--- config.mk ---
export PLATFORM = sky130hd
export DESIGN_NAME = muldiv_unit
export DESIGN_NICKNAME = d
export VERILOG_FILES = /design/src/rtl/muldiv_unit.sv
export SDC_FILE = /design/constraint.sdc
export NUM_CORES = 1
export LEC_CHECK = 0
export BUFFER_PORTS_ARGS = -buffer_cell sky130_fd_sc_hd__buf_2
export CORE_ASPECT_RATIO = 1.25
export CORE_MARGIN = 5
export CORE_UTILIZATION = 30
export CTS_BUF_LIST = sky130_fd_sc_hd__clkbuf_2
export CTS_CLUSTER_SIZE = 25
export DETAILED_ROUTE_END_ITERATION = 8
export GPL_TIMING_DRIVEN = 0
export PLACE_DENSITY_LB_ADDON = 0.12
export SETUP_SLACK_MARGIN = 0.05
export SLEW_MARGIN = 10
export SYNTH_ARGS = -nofsm -noshare
export SYNTH_HDL_FRONTEND = slang
export SYNTH_SLANG_ARGS = --single-unit
--- constraint.sdc ---
create_clock -name clk -period 5.45 [get_ports clk]
set_clock_uncertainty 0.2 [all_clocks]
set_input_delay 1.09 -clock clk [delete_from_list [all_inputs] [get_ports clk]]
set_output_delay 1.09 -clock clk [all_outputs]
set_load 0.02 [all_outputs]
--- src/rtl/muldiv_unit.sv ---
// muldiv_unit: iterative RV32M-style multiply/divide unit, XLEN-bit datapath.
//
// One shift-add (multiply) or restoring-divide step per clock. The latency is
// fixed: valid pulses exactly XLEN cycles after acceptance, for every op and
// every operand value, including divide-by-zero and signed overflow.
//
// Ports:
//   clk     rising-edge clock
//   reset   asynchronous active-low reset
//   start   request, taken only while ready=1
//   op      funct3: 0 MUL, 1 MULH, 2 MULHSU, 3 MULHU, 4 DIV, 5 DIVU, 6 REM, 7 REMU
//   a, b    rs1 / rs2 operands
//   ready   unit can accept start this cycle (IDLE or DONE)
//   busy    operation in progress (CALC)
//   valid   one-cycle result strobe (DONE)
//   result  operation result, held until the next acceptance
module muldiv_unit #(
  parameter  int XLEN  = 32,
  localparam int CNT_W = $clog2(XLEN)
) (
  input  logic            clk,
  input  logic            reset,
  input  logic            start,
  input  logic [2:0]      op,
  input  logic [XLEN-1:0] a,
  input  logic [XLEN-1:0] b,
  output logic            ready,
  output logic            busy,
  output logic            valid,
  output logic [XLEN-1:0] result
);

  typedef enum logic [1:0] {IDLE, CALC, DONE} state_e;

  localparam logic [2:0] OP_MUL    = 3'd0;
  localparam logic [2:0] OP_MULH   = 3'd1;
  localparam logic [2:0] OP_MULHSU = 3'd2;
  localparam logic [2:0] OP_MULHU  = 3'd3;
  localparam logic [2:0] OP_DIV    = 3'd4;
  localparam logic [2:0] OP_DIVU   = 3'd5;
  localparam logic [2:0] OP_REM    = 3'd6;
  localparam logic [2:0] OP_REMU   = 3'd7;

  localparam logic [XLEN-1:0] SMIN = {1'b1, {(XLEN-1){1'b0}}};

  state_e              state_q, state_d;
  logic [CNT_W-1:0]    cnt_q, cnt_d;
  logic [2:0]          op_q, op_d;
  // mc: multiplicand (multiply) or divisor (divide), magnitude only
  logic [XLEN-1:0]     mc_q, mc_d;
  // acc: {product hi, multiplier/product lo} for multiply,
  //      {unused zeros, dividend/quotient} for divide
  logic [2*XLEN-1:0]   acc_q, acc_d;
  // partial remainder; the extra bit holds the subtract borrow
  logic [XLEN:0]       rem_q, rem_d;
  logic                qneg_q, qneg_d;   // negate product / quotient
  logic                rneg_q, rneg_d;   // negate remainder (dividend sign)
  logic                div0_q, div0_d;
  logic                ovf_q, ovf_d;
  logic [XLEN-1:0]     result_q, result_d;

  // Operand conditioning at acceptance
  logic            a_sgn, b_sgn, a_neg, b_neg;
  logic [XLEN-1:0] a_abs, b_abs;

  // One iteration of each datapath
  logic [XLEN:0]     mul_sum;
  logic [2*XLEN-1:0] mul_nxt, prod;
  logic [XLEN+1:0]   rem_sh;
  logic              div_bor;
  logic [XLEN:0]     div_dif, rem_nxt;
  logic [XLEN-1:0]   quo_nxt, quo_s, rem_s;

  always_comb begin
    a_sgn = (op == OP_MULH) || (op == OP_MULHSU) || (op == OP_DIV) || (op == OP_REM);
    b_sgn = (op == OP_MULH) || (op == OP_DIV) || (op == OP_REM);
    a_neg = a_sgn && a[XLEN-1];
    b_neg = b_sgn && b[XLEN-1];
    a_abs = a_neg ? -a : a;
    b_abs = b_neg ? -b : b;
  end

  always_comb begin
    // Right-shifting multiply: add multiplicand into the high half when the
    // current multiplier bit (acc lsb) is set, then shift the whole pair.
    mul_sum = {1'b0, acc_q[2*XLEN-1:XLEN]} + (acc_q[0] ? {1'b0, mc_q} : '0);
    mul_nxt = {mul_sum, acc_q[XLEN-1:1]};

    // Restoring divide: shift the next dividend bit into the remainder and
    // keep the difference only when it does not borrow.
    rem_sh  = {rem_q, acc_q[XLEN-1]};
    div_bor = rem_sh < {2'b00, mc_q};
    div_dif = rem_sh[XLEN:0] - {1'b0, mc_q};
    rem_nxt = div_bor ? rem_sh[XLEN:0] : div_dif;
    quo_nxt = {acc_q[XLEN-2:0], ~div_bor};

    prod  = qneg_q ? -mul_nxt : mul_nxt;
    quo_s = div0_q ? '1 : (ovf_q ? SMIN : (qneg_q ? -quo_nxt : quo_nxt));
    rem_s = ovf_q ? '0 : (rneg_q ? -rem_nxt[XLEN-1:0] : rem_nxt[XLEN-1:0]);
  end

  always_comb begin
    state_d  = state_q;
    cnt_d    = cnt_q;
    op_d     = op_q;
    mc_d     = mc_q;
    acc_d    = acc_q;
    rem_d    = rem_q;
    qneg_d   = qneg_q;
    rneg_d   = rneg_q;
    div0_d   = div0_q;
    ovf_d    = ovf_q;
    result_d = result_q;

    case (state_q)
      IDLE, DONE: begin
        state_d = IDLE;
        if (start) begin
          state_d = CALC;
          cnt_d   = '0;
          op_d    = op;
          mc_d    = op[2] ? b_abs : a_abs;
          acc_d   = {{XLEN{1'b0}}, (op[2] ? a_abs : b_abs)};
          rem_d   = '0;
          qneg_d  = a_neg ^ b_neg;
          rneg_d  = a_neg;
          div0_d  = op[2] && (b == '0);
          ovf_d   = ((op == OP_DIV) || (op == OP_REM)) && (a == SMIN) && (b == '1);
        end
      end
      CALC: begin
        cnt_d = cnt_q + 1'b1;
        if (op_q[2]) begin
          acc_d = {acc_q[2*XLEN-1:XLEN], quo_nxt};
          rem_d = rem_nxt;
        end else begin
          acc_d = mul_nxt;
        end
        if (cnt_q == CNT_W'(XLEN-1)) begin
          state_d = DONE;
          case (op_q)
            OP_MUL:                       result_d = prod[XLEN-1:0];
            OP_MULH, OP_MULHSU, OP_MULHU: result_d = prod[2*XLEN-1:XLEN];
            OP_DIV, OP_DIVU:              result_d = quo_s;
            OP_REM, OP_REMU:              result_d = rem_s;
            default:                      result_d = result_q;
          endcase
        end
      end
      default: state_d = IDLE;
    endcase
  end

  always_ff @(posedge clk or negedge reset) begin
    if (!reset) begin
      state_q  <= IDLE;
      cnt_q    <= '0;
      op_q     <= '0;
      mc_q     <= '0;
      acc_q    <= '0;
      rem_q    <= '0;
      qneg_q   <= 1'b0;
      rneg_q   <= 1'b0;
      div0_q   <= 1'b0;
      ovf_q    <= 1'b0;
      result_q <= '0;
    end else begin
      state_q  <= state_d;
      cnt_q    <= cnt_d;
      op_q     <= op_d;
      mc_q     <= mc_d;
      acc_q    <= acc_d;
      rem_q    <= rem_d;
      qneg_q   <= qneg_d;
      rneg_q   <= rneg_d;
      div0_q   <= div0_d;
      ovf_q    <= ovf_d;
      result_q <= result_d;
    end
  end

  assign ready  = (state_q != CALC);
  assign busy   = (state_q == CALC);
  assign valid  = (state_q == DONE);
  assign result = result_q;

endmodule

After elaboration in Yosys (flattened, before gate mapping)
Cells that the tools add are included.
W data, S select, Z words.
{ "op_classes": {"add_sub_neg": 8, "n_mul": 0, "n_div": 0, "magnitude_cmp": 1, "eq_ne": 21, "n_shift": 0, "mux": 24, "n_bitwise": 2, "n_reduce_logical": 24} }
{ "op_table": {"columns": ["cell", "n"], "rows": [
  ["$mux W32", 10],
  ["$mux W64", 3],
  ["$neg A32 Y32", 4],
  ["$pmux W32 S4", 1],
  ["$pmux W64 S2", 1],
  ["$mux W33", 3],
  ["$pmux W33 S2", 1],
  ["$eq A32 B32 Y1 const B", 2],
  ["$neg A64 Y64", 1],
  ["$lt A34 B32 Y1", 1],
  ["$add A32 B32 Y33", 1],
  ["$sub A33 B32 Y33", 1],
  ["$logic_not A32 Y1", 1],
  ["$eq A3 B3 Y1 const B", 6],
  ["$pmux W5 S2", 1],
  ["$eq A3 B2 Y1 const B", 3],
  ["$eq A3 B1 Y1 const B", 2],
  ["$logic_or A1 B1 Y1", 6],
  ["$ne A2 B1 Y1 const B", 3],
  ["$reduce_and A2 Y1", 3],
  ["$reduce_and A3 Y1", 2],
  ["$reduce_or A2 Y1", 3],
  ["$add A5 B1 Y5 const B", 1],
  ["$eq A5 B5 Y1 const B", 1],
  ["14 further kinds", 19]
]} }
{ "word_totals": {"reg_bits": 175, "latchBits": 0, "ramBits": 0, "romBits": 0, "inputBits": 70, "out_inout_bits": 35, "wordCells": 92, "n_memories": 0} }

Logic depth before layout (Yosys ltp)
Gate-level depths: netlist of run 1.
{ "depth": {"ltp_word": 9, "mapped_depth": 24, "ltp_nobuf": 20} }

Least setup slack after synthesis of run 1
Ideal clock, no wire load.
{ "synth_path": {"kind": "register to register", "from": "register rem_q[6]", "to": "register result_q[18] (netlist: result[18])", "t_arrival_ns": 4.604, "t_required_ns": 5.129, "path_slack_ns": 0.525, "stages_incl_launch_ff": 23, "n_path_buf": 5, "period_less_slack_ns": 4.925, "path_cell_list": "dfrtp_1 > ha_1 > clkbuf_1 > a21oi_1 > o21ai_0 > a311o_1 > o21ai_1 > a21oi_2 > inv_1 > clkbuf_1 > buf_2 > buf_2 > buf_1 > nor2_1 > a21oi_1 > ha_1 > inv_1 > nor3_1 > nand3_1 > o21ai_0 > xnor2_1 > o2111ai_1 > a22o_1"} }
{ "synth_via": {"elab_chain_cells": 7} }
{ "synth_lines": {"columns": ["item", "line", "source"], "rows": [
  ["from (decl)", "55", "logic [XLEN:0] rem_q, rem_d;"],
  ["from (signal assigned)", "173", "rem_q <= rem_d;"],
  ["$lt A34 B32 Y1", "92", "div_bor = rem_sh < {2'b00, mc_q};"],
  ["$not A1 Y1", "95", "quo_nxt = {acc_q[XLEN-2:0], ~div_bor};"],
  ["$neg A32 Y32", "98", "quo_s = div0_q ? '1 : (ovf_q ? SMIN : (qneg_q ? -quo_nxt : quo_nxt));"],
  ["$mux W32 (3 in series)", "98", null],
  ["$pmux W32 S4 (*)", "141", "case (op_q)"],
  ["to (signal assigned)", "178", "result_q <= result_d;"],
  ["to (decl)", "60", "logic [XLEN-1:0] result_q, result_d;"]
]} }
Mark *: on every way between the ends. The rest lies on a longest branch, timed or not.
A chain may end at the register's enable or synchronous reset.

Final worst setup path of run 1
{ "layout_path": {"from": "register acc_q[0]", "to": "register result_q[29] (netlist: result[29])"} }
{ "layout_via": {"elab_chain_cells": 5} }
{ "layout_lines": {"columns": ["item", "line", "source"], "rows": [
  ["from (decl)", "53", "logic [2*XLEN-1:0] acc_q, acc_d;"],
  ["from (signal assigned)", "160", "acc_q <= '0;"],
  ["from (signal assigned)", "172", "acc_q <= acc_d;"],
  ["$mux W32 / $neg A32 Y32 (equally long branches)", "86, 98", null],
  ["$add A32 B32 Y33 / $mux W32 (equally long branches)", "86, 98", null],
  ["$neg A64 Y64 / $mux W32 (equally long branches)", "97, 98", null],
  ["$mux W64 / $mux W32 (equally long branches)", "97, 98", null],
  ["$pmux W32 S4 (*)", "141", null]
]} }
Marks and branches as above.

==> impl_metrics.sql, run 1 <==
INSERT INTO impl_metrics (metric_group, metric, value, unit) VALUES
('clock_network', 'clock_insertion_delay_worst_skew', '1.11', 'ns'),
('grt', 'antenna_violations_before_repair', '3', ''),
('worst_setup_path', 'end_kind', 'register', ''),
('synthesis', 'synth_seq_cells', '175', ''),
('synthesis', 'mappedNetlistNets', '2465', ''),
('route', 'pre_repair_dr_iteration_count', '8', ''),
('sta', 'hold_viol_final', '0', ''),
('hold_path', 'timing.hold.worst_path_depth', '3', ''),
('worst_setup_path', 'required_time_of_the_critical_path', '6.21', 'ns'),
('die', 'effective_utilization_at_floorplan', '30.1', '%'),
('hold_path', 'holdCritPathClass', 'in -> reg', ''),
('synthesis', 'post_synthesis_average_cell_area', '7.41', 'um2'),
('route', 'routed_wirelength', '83.0', 'mm'),
('route', 'route.detailed.vias_per_inst', '5.77', ''),
('worst_setup_path', 'worstReg2RegStart', 'acc_q[0]', ''),
('sta', 'setup_violations', '0', ''),
('sta', 'timing_max_transition_violations_final', '0', ''),
('die', 'die_height', '278', 'um'),
('clock_network', 'cts.sink_count', '175', ''),
('worst_setup_path', 'cp_slowest_cell', 'dfrtp_2', ''),
('route', 'drt_drc_violations_left', '0', ''),
('synthesis', 'post_synth_main_area_contributors', 'dfrtp_1 (25%), o21ai_0 (7.9%), xnor2_1 (6.2%)', ''),
('worst_setup_path', 'critical_path.top_delay_family', 'compound AO/OA/AOI/OAI gates', ''),
('die', 'ios', '105', ''),
('synthesis', 'synthMostInstantiatedCell', 'o21ai_0', ''),
('clock_network', 'cts.path.max_buffers', '2', ''),
('worst_setup_path', 'cp_data_arrival_time', '6.05', 'ns'),
('cells_and_area', 'filler_cell_count', '6275', ''),
('worst_setup_path', 'cp_common_cell', 'a21oi_1', ''),
('cells_and_area', 'synthToLayoutAreaGrowth', '13.1', '%'),
('worst_setup_path', 'critical_path.startpoint_type', 'register', ''),
('worst_setup_path', 'crit_path_max_incr_delay', '0.58', 'ns'),
('synthesis', 'synthArstFlopShare', '100', '%'),
('grt', 'vias_in_the_first_global_route', '18300', ''),
('clock_network', 'clkTransAtPathRegs', '0.30', 'ns'),
('die', 'fp-row-count', '98', ''),
('sta', 'timing.final.crit_share', '97.0', '%'),
('placement', 'hpwlAfterDp', '67.5', 'mm'),
('worst_setup_path', 'worst-r2r-setup-slack', '0.16', 'ns'),
('grt', 'grtUsageTotal', '25.9', '%'),
('flow_run', 'max_cap_violation_count', '0', ''),
('synthesis', 'seq_area_frac_synth', '25.5', '%'),
('route', 'via_count', '18600', ''),
('worst_setup_path', 'worst-path-stages', '17', ''),
('hold_path', 'worst_case_hold_path_end_point', 'div0_q', ''),
('sta', 'setup_repair_after_global_routing_missed_its_margin', 'false', ''),
('outcome', 'outcome', 'complete, no violations', ''),
('die', 'die_width', '224', 'um'),
('grt', 'grt_pass1_wl', '121', 'mm'),
('worst_setup_path', 'ff2ff_path_depth', '17', ''),
('sta', 'pin_slew_with_the_least_headroom_to_its_limit', '0.972', 'ns'),
('synthesis', 'post_synth_inst_count', '2321', ''),
('placement', 'port-buffer-count', '104', ''),
('hold_path', 'holdCritStartpoint', 'b[31]', ''),
('grt', 'grt_max_degree', '92', ''),
('worst_setup_path', 'worstPathMaxFanout', '10', ''),
('worst_setup_path', 'r2r_end', 'result[29]', ''),
('sta', 'finalHoldWorstSlack', '0.180', 'ns'),
('worst_setup_path', 'timing_worst_setup_path_type', 'reg -> reg', ''),
('synthesis', 'ys_types', '84', ''),
('sta', 'slew_headroom', '34.6', '%'),
('synthesis', 'synth_warnings', '0', ''),
('die', 'floorplan.core_area', '57000', 'um2'),
('placement', 'place_congestion', '0.988', ''),
('cells_and_area', 'nNetsFinal', '2595', ''),
('route', 'dr.first_iter.drc_count', '1433', ''),
('synthesis', 'ys_dominant_reg_cell', 'dfrtp_1', ''),
('sta', 'max_freq', '189', 'MHz'),
('cells_and_area', 'final_core_utilization', '34.1', '%'),
('cells_and_area', 'fraction_of_final_layout_cells_sized_beyond_drive_strength_1', '11.9', '%'),
('worst_setup_path', 'cp_num_buf_inv', '3', '');
[sequential cells by signal (all words and copies together) (netlist names), 2 cells and up]
name and count:
acc_q 64, cnt_q 5, mc_q 32, op_q 3, rem_q 33, result 32, state_q 2
[how the worst max path moves through the flow]
stage	slack (ns)	startpoint	to
finish	0.16	acc_q[0]	result[29]
floorplan	0.53	rem_q[6]	result[18]
CTS	-0.04	mc_q[7]	result[18]
detailed placement	-2.00	acc_q[31]	result[18]
global placement	-1.95	acc_q[31]	result[18]
global route	0.06	acc_q[31]	result[25]
[through the flow]
| step | TNS [ns] | setup slack [ns] | std cells | instance area [um2] |
|---|---|---|---|---|
| global placement | -46.67 | -1.95 | 3175 | 18600 |
| global route | 0 | 0.0564 | 3216 | 19400 |
| detailed placement | -35.74 | -2.00 | 3176 | 18700 |
| CTS | -0.0354 | -0.0354 | 3214 | 19300 |
| finish | 0 | 0.161 | 3216 | 19400 |
| floorplan | 0 | 0.525 | 2321 | 17200 |
[area by class of cell]
type | instances | area [um2] | area share (%)
antenna | 3 | 7.51 | 0.0386
buffer | 159 | 653 | 3.36
clock buffer | 17 | 85.1 | 0.438
clock inverter | 14 | 161 | 0.830
inverter | 79 | 308 | 1.58
multi-input combinational | 1901 | 12200 | 63.0
sequential | 175 | 4380 | 22.5
tap | 750 | 938 | 4.83
timing repair buffer | 118 | 663 | 3.41
[worst register-to-register path: stages, from the launching register on]
cell and delay (ns):
dfrtp_2 0.58, inv_2 0.21, buf_2 0.30, nor2_1 0.09
ha_1 0.35, a21oi_2 0.25, and2_1 0.21, clkbuf_1 0.25
a21oi_1 0.15, a211oi_4 0.41, nand4bb_1 0.21, or3_1 0.46
and4bb_2 0.40, nand4_1 0.17, o21ai_0 0.26, xor2_1 0.17
a221oi_2 0.39, a21oi_1 0.11
[per-layer routing]
metal,wire length (um),GRT usage (%),vias up
met1,31900,29.7,9133
met4,4970,13.4,0
met3,3540,3.16,179
li1,-,-,8609
met5,0,0,-
met2,42600,46.9,637
[kinds of logic after synthesis]
kind of cell | count (synthesis) | synth area share (%)
simple gates | 807 | 22.3
buf+inv | 245 | 5.47
compound gates | 747 | 26.9
flops | 175 | 25.5
xor+xnor | 223 | 11.4
fa+ha+maj | 74 | 5.47
mux | 50 | 3.09
[placed cells by master, fill, tap and decap left out, types with 70 or more instances in the layout]
cell and instances:
o21ai_0 264, nand2_1 262, nor2_1 205, dfrtp_1 172, a21oi_1 160, clkbuf_1 127
xnor2_1 113, buf_2 109, xor2_1 99, nand3_1 96, ha_1 70
[repair_timing]
action                     4_1_cts  5_1_grt
setup endpoints to repair       47       25
hold buffers                     3        0
hold endpoints to repair        92        0
resized for setup               66       36
pin swaps                        5       12
buffers inserted                 4        6
Power of run 1 is left out: the tool's default activity adds up to more than one toggle a clock period on the data nets, which glitch-free logic cannot reach.
==> run 2, diff against run 1 <==
--- a/config.mk
+++ b/config.mk
@@ -9,7 +9,7 @@
 export CORE_ASPECT_RATIO = 1.25
 export CORE_MARGIN = 5
 export CORE_UTILIZATION = 30
-export CTS_BUF_LIST = sky130_fd_sc_hd__clkbuf_2
+export CTS_BUF_LIST = sky130_fd_sc_hd__clkbuf_8
 export CTS_CLUSTER_SIZE = 25
 export DETAILED_ROUTE_END_ITERATION = 8
 export GPL_TIMING_DRIVEN = 0
==> run 2 against run 1 <==
Clock-buffer cell count is 1 higher. Worst hold slack better by 0.10 ns. Core utilization is 0.15 points higher. Largest cell class unchanged. Register-to-register slack hardly changed.
==> impl_metrics.sql, run 2 (same netlist as run 1, synthesis figures left out) <==
INSERT INTO impl_metrics (metric_group, metric, value, unit) VALUES
('sta', 'slew_headroom', '33.6', '%'),
('route', 'wire_per_inst', '25.8', 'um'),
('grt', 'met2_track_demand_over_resource', '46.6', '%'),
('hold_path', 'holdCritPathClass', 'reg -> reg', ''),
('worst_setup_path', 'ff2ff_path_depth', '22', ''),
('sta', 'layout_min_cycle_time', '5.29', 'ns'),
('placement', 'place_congestion', '0.988', ''),
('grt', 'gr-usage-met1', '29.6', '%'),
('cells_and_area', 'mostFrequentLayoutCells', 'o21ai_0 (263), nand2_1 (262), nor2_1 (205)', ''),
('sta', 'max_freq', '189', 'MHz'),
('flow_run', 'max_cap_violation_count', '0', ''),
('hold_path', 'worst_case_hold_path_end_point', 'result[13]', ''),
('clock_network', 'numCtsBuffers', '17', ''),
('clock_network', 'clkTransAtPathRegs', '0.11', 'ns'),
('die', 'effective_utilization_at_floorplan', '30.1', '%'),
('sta', 'timing.final.crit_share', '97.1', '%'),
('sta', 'setup_repair_after_global_routing_missed_its_margin', 'false', ''),
('outcome', 'outcome', 'complete, no violations', ''),
('route', 'route.detailed.vias_per_inst', '5.76', ''),
('worst_setup_path', 'cp_data_arrival_time', '5.60', 'ns'),
('sta', 'pin_slew_with_the_least_headroom_to_its_limit', '0.987', 'ns'),
('route', 'pre_repair_dr_iteration_count', '6', ''),
('grt', 'grtUsageTotal', '25.9', '%'),
('route', 'dr.first_iter.drc_count', '1542', ''),
('worst_setup_path', 'worst-r2r-setup-slack', '0.16', 'ns'),
('clock_network', 'cts.path.max_buffers', '2', ''),
('route', 'drt_drc_violations_left', '0', ''),
('route', 'via_count', '18500', ''),
('worst_setup_path', 'required_time_of_the_critical_path', '5.76', 'ns'),
('clock_network', 'tritoncts_clock_tree', 'done', ''),
('cells_and_area', 'regMostFlops', 'acc_q', ''),
('die', 'die-area', '62200', 'um2'),
('cells_and_area', 'largestRegisters', 'acc_q (64), rem_q (33)', ''),
('placement', 'port-buffer-count', '104', ''),
('placement', 'hpwlAfterDp', '67.5', 'mm'),
('cells_and_area', 'synthToLayoutAreaGrowth', '13.6', '%'),
('worst_setup_path', 'worstPathMaxFanout', '10', ''),
('route', 'detail-route-antenna-nets', '0', ''),
('die', 'die_height', '278', 'um'),
('die', 'die_width', '224', 'um'),
('clock_network', 'clock_insertion_delay_worst_skew', '0.59', 'ns'),
('sta', 'setup_violations', '0', ''),
('sta', 'timing_max_transition_violations_final', '0', ''),
('worst_setup_path', 'timing_worst_setup_path_type', 'reg -> reg', ''),
('sta', 'finalHoldWorstSlack', '0.280', 'ns'),
('cells_and_area', 'fraction_of_final_layout_cells_sized_beyond_drive_strength_1', '11.8', '%'),
('cells_and_area', 'nNetsFinal', '2590', ''),
('hold_path', 'timing.hold.worst_path_depth', '1', ''),
('die', 'ios', '105', ''),
('clock_network', 'cts_root_buf', 'clkbuf_8', ''),
('grt', 'grt_use_met3', '3.49', '%'),
('grt', 'grt_max_degree', '92', ''),
('worst_setup_path', 'r2r_end', 'result[24]', ''),
('route', 'routed_wirelength', '82.8', 'mm'),
('grt', 'antenna_violations_before_repair', '2', ''),
('grt', 'global_route_hottest_layer', 'met2', ''),
('sta', 'hold_viol_final', '0', ''),
('grt', 'grt_pass1_wl', '121', 'mm'),
('grt', 'grt-ovfl-total', '0', ''),
('hold_path', 'holdCritStartpoint', 'result[13]', ''),
('cells_and_area', 'layout.cells.most_common', 'o21ai_0', ''),
('grt', 'vias_in_the_first_global_route', '18300', ''),
('clock_network', 'cts.sink_count', '175', ''),
('die', 'floorplan.core_area', '57000', 'um2'),
('clock_network', 'ctsHtreeMaxLevel', '4', ''),
('worst_setup_path', 'critical_path.startpoint_type', 'register', ''),
('die', 'fp-row-count', '98', ''),
('clock_network', 'hold_buffers', '0', ''),
('cells_and_area', 'largest_reg_flops', '64', ''),
('worst_setup_path', 'worstReg2RegStart', 'mc_q[27]', ''),
('worst_setup_path', 'end_kind', 'register', '');
[run 2: cell type report]
type                            count  area, um2
Fill cell                        6262      37500
Multi-Input combinational cell   1901      12200
Sequential cell                   175       4380
Tap cell                          750        938
Buffer                            158        652
Timing Repair Buffer              114        626
Inverter                           79        308
Clock buffer                       18        248
Clock inverter                     13        158
Antenna cell                        1       2.50
[run 2: how the worst max path moves through the flow]
stage                  to      start  cells past startpoint
5_1_grt        result[24]  acc_q[31]                     22
3_5_place_dp   result[18]  acc_q[31]                     23
4_1_cts        result[29]   acc_q[0]                     16
2_1_floorplan  result[18]   rem_q[6]                     22
6_report       result[24]   mc_q[27]                     22
3_3_place_gp   result[18]  acc_q[31]                     23
[run 2: repair_timing]
action | CTS | global route
pin swaps | 6 | 11
resized for setup | 66 | 34
endpoints found under the hold margin | 0 | 0
buffers inserted | 4 | 5
setup endpoints to repair | 46 | 22
[run 2: worst max-delay path: stages (launching register included)]
cell      delay [ns]
dfrtp_1         0.38
inv_1           0.33
ha_1            0.40
a21oi_2         0.33
a21oi_1         0.15
nor2_1          0.19
o21a_2          0.29
a21oi_4         0.06
inv_2           0.15
clkbuf_8        0.22
buf_4           0.21
buf_4           0.24
buf_6           0.21
nor2_1          0.09
a21oi_2         0.18
ha_1            0.17
inv_1           0.10
nor3_4          0.22
nand3_1         0.17
o41ai_2         0.42
xnor2_1         0.19
nand2_1         0.11
a21oi_1         0.16
[run 2: per-layer routing]
layer | up-vias | share of wire [%] | wire (um)
met1 | 9087 | 39 | 32300
met5 | - | 0 | 0
li1 | 8609 | - | -
met4 | 0 | 6.3 | 5210
met3 | 179 | 3.9 | 3190
met2 | 607 | 51 | 42100
[run 2: through the flow]
step	TNS, ns	setup slack (ns)	cell area (um2)	util [%]	cells
finish	0	0.158	19500	34.3	3209
global route	0	0.0527	19500	34.3	3209
CTS	0	0.0582	19400	34.0	3211
detailed placement	-35.74	-2.00	18700	32.8	3176
global placement	-46.67	-1.95	18600	32.7	3175
floorplan	0	0.525	17200	-	2321
Power of run 2 is left out for the same reason.
==> run 3, diff against run 2 <==
--- a/config.mk
+++ b/config.mk
@@ -12,7 +12,6 @@
 export CTS_BUF_LIST = sky130_fd_sc_hd__clkbuf_8
 export CTS_CLUSTER_SIZE = 25
 export DETAILED_ROUTE_END_ITERATION = 8
-export GPL_TIMING_DRIVEN = 0
 export PLACE_DENSITY_LB_ADDON = 0.12
 export SETUP_SLACK_MARGIN = 0.05
 export SLEW_MARGIN = 10
==> constraint.sdc (replaced) <==
create_clock -name clk -period 4.53 [get_ports clk]
set_clock_uncertainty 0.2 [all_clocks]
set_input_delay 0.906 -clock clk [delete_from_list [all_inputs] [get_ports clk]]
set_output_delay 0.906 -clock clk [all_outputs]
set_load 0.02 [all_outputs]
==> run 3 against run 2 <==
The run now ends with max-capacitance violations left. Cell area up 7.3%. Setup slack lost 0.024 ns. Flip-flop and latch count did not move. Worst hold slack got worse by 0.11 ns. Core utilization rose by 2.5 points. Clock-buffer cell count is 1 lower. Via count fell by 1.1%. Non-clock buffer count grew 104. Fmax increased by 20%. Register-to-register slack worse by 0.02 ns.
==> impl_metrics.sql, run 3 (same netlist as run 1, synthesis figures left out) <==
INSERT INTO impl_metrics (metric_group, metric, value, unit) VALUES
('outcome', 'outcome', 'finished with violations', ''),
('outcome', 'failing_checks', 'max-capacitance violations', ''),
('placement', 'place_congestion', '0.951', ''),
('route', 'pre_repair_dr_iteration_count', '5', ''),
('cells_and_area', 'filler_cell_count', '6116', ''),
('sta', 'timing.final.crit_share', '97.0', '%'),
('cells_and_area', 'largest_reg_flops', '64', ''),
('hold_path', 'holdCritPathClass', 'in -> async', ''),
('cells_and_area', 'layout.cells.most_common', 'buf_4', ''),
('grt', 'grt_pass1_wl', '117', 'mm'),
('sta', 'postLayoutSetupSlackWorst', '0.134', 'ns'),
('worst_setup_path', 'critical_path.startpoint_type', 'register', ''),
('cells_and_area', 'largestRegisters', 'acc_q (64), rem_q (33)', ''),
('sta', 'pin_slew_with_the_least_headroom_to_its_limit', '1.47', 'ns'),
('die', 'effective_utilization_at_floorplan', '30.1', '%'),
('worst_setup_path', 'worstPathMaxFanout', '5', ''),
('cells_and_area', 'mostFrequentLayoutCells', 'buf_4 (267), nand2_1 (261), o21ai_0 (261)', ''),
('placement', 'placed_cells_incl_taps', '3260', ''),
('die', 'ios', '105', ''),
('cells_and_area', 'nNetsFinal', '2694', ''),
('cells_and_area', 'fraction_of_final_layout_cells_sized_beyond_drive_strength_1', '21.4', '%'),
('clock_network', 'cts.path.max_buffers', '2', ''),
('die', 'fp-row-count', '98', ''),
('die', 'die-area', '62200', 'um2'),
('route', 'wire_per_inst', '23.5', 'um'),
('sta', 'layout_min_cycle_time', '4.40', 'ns'),
('cells_and_area', 'synthToLayoutAreaGrowth', '21.9', '%'),
('clock_network', 'clkTransAtPathRegs', '0.12', 'ns'),
('sta', 'slew_headroom', '1.01', '%'),
('clock_network', 'numCtsBuffers', '17', ''),
('grt', 'grt-ovfl-total', '0', ''),
('route', 'detail-route-antenna-nets', '0', ''),
('clock_network', 'tritoncts_clock_tree', 'done', ''),
('cells_and_area', 'sequential_cell_area', '4380', 'um2'),
('worst_setup_path', 'required_time_of_the_critical_path', '4.80', 'ns'),
('sta', 'setup_violations', '0', ''),
('route', 'dr.first_iter.drc_count', '1313', ''),
('route', 'drt_drc_violations_left', '0', ''),
('route', 'route.detailed.vias_per_inst', '5.52', ''),
('sta', 'timing_max_transition_violations_final', '0', ''),
('placement', 'hpwlAfterDp', '63.9', 'mm'),
('clock_network', 'ctsHtreeMaxLevel', '4', ''),
('placement', 'port-buffer-count', '104', ''),
('worst_setup_path', 'cp_data_arrival_time', '4.67', 'ns'),
('flow_run', 'max_cap_violation_count', '1', ''),
('die', 'die_height', '278', 'um'),
('cells_and_area', 'stdcell_count', '3314', ''),
('worst_setup_path', 'timing_worst_setup_path_type', 'reg -> reg', ''),
('cells_and_area', 'final_core_utilization', '36.7', '%'),
('grt', 'grtUsageTotal', '24.4', '%'),
('route', 'routed_wirelength', '77.9', 'mm'),
('placement', 'placement.setup.worst_slack', '-0.236', 'ns'),
('cells_and_area', 'multiInputGateArea', '12300', 'um2'),
('grt', 'vias_in_the_first_global_route', '18400', ''),
('sta', 'max_freq', '227', 'MHz'),
('sta', 'setup_repair_after_global_routing_missed_its_margin', 'true', ''),
('clock_network', 'cts.sink_count', '175', ''),
('die', 'floorplan.core_area', '57000', 'um2'),
('cells_and_area', 'regMostFlops', 'acc_q', ''),
('grt', 'grt_max_degree', '102', ''),
('clock_network', 'cts_root_buf', 'clkbuf_8', ''),
('clock_network', 'clock_insertion_delay_worst_skew', '0.54', 'ns'),
('die', 'die_width', '224', 'um'),
('sta', 'tns', '0', 'ns'),
('grt', 'antenna_violations_before_repair', '2', ''),
('route', 'via_count', '18300', ''),
('sta', 'hold_viol_final', '0', ''),
('worst_setup_path', 'end_kind', 'register', '');
[run 3: repair_timing]
item,4_1_cts,5_1_grt
gates resized for setup,21,74
setup buffers,4,18
hold buffers,0,0
setup endpoints to repair,20,25
endpoints found under the hold margin,0,0
pin swaps,6,40
[run 3: metal layers]
layer | wire (um) | GRT usage, % | up-vias
met1 | 30500 | 28.2 | 8836
met2 | 40300 | 44.5 | 491
li1 | - | - | 8804
met4 | 4400 | 12.1 | 0
met5 | 0 | 0 | -
met3 | 2640 | 2.62 | 147
[run 3: final timing paths]
path / from / to / slack (ns) / cells past startpoint
max: mc_q[0] / result[31] / 0.13 / 18
min: reset / rem_q[28] / 0.17 / 1
max reg2reg: mc_q[0] / result[31] / 0.13 / 18
min reg2reg: result[13] / result[13] / 0.28 / 1
max in group asynchronous: reset / rem_q[7] / 2.94 / 2
min in group clk: result[13] / result[13] / 0.28 / 1
[run 3: area by class of cell]
cell class / instances / area share (%)
clock inverter: 14 / 0.699
timing repair buffer: 376 / 12.5
inverter: 79 / 1.46
clock buffer: 17 / 1.12
tap: 750 / 4.48
antenna: 2 / 0.0239
multi-input combinational: 1901 / 58.8
sequential: 175 / 20.9
[run 3: per-stage QoR]
step	hold WS [ns]	area, um2
finish	0.171	21000
global placement	0.254	20000
global route	0.261	20900
CTS	0.229	20500
detailed placement	0.262	20000
floorplan	0.249	17200
[run 3: worst max-delay path, cell delays in order (launching register included)]
cell and delay, ns:
dfrtp_1 0.44, and2_1 0.16, ha_2 0.18, inv_1 0.05
fa_2 0.34, nand2b_1 0.17, a21o_1 0.21, buf_4 0.17
a21o_1 0.18, a31o_4 0.27, xor2_2 0.21, nand4b_1 0.20
and4bb_2 0.37, nand4_1 0.26, nor3b_2 0.28, mux2i_1 0.28
a211oi_2 0.11, buf_4 0.14, a21oi_1 0.13
Power of run 3 is left out for the same reason.
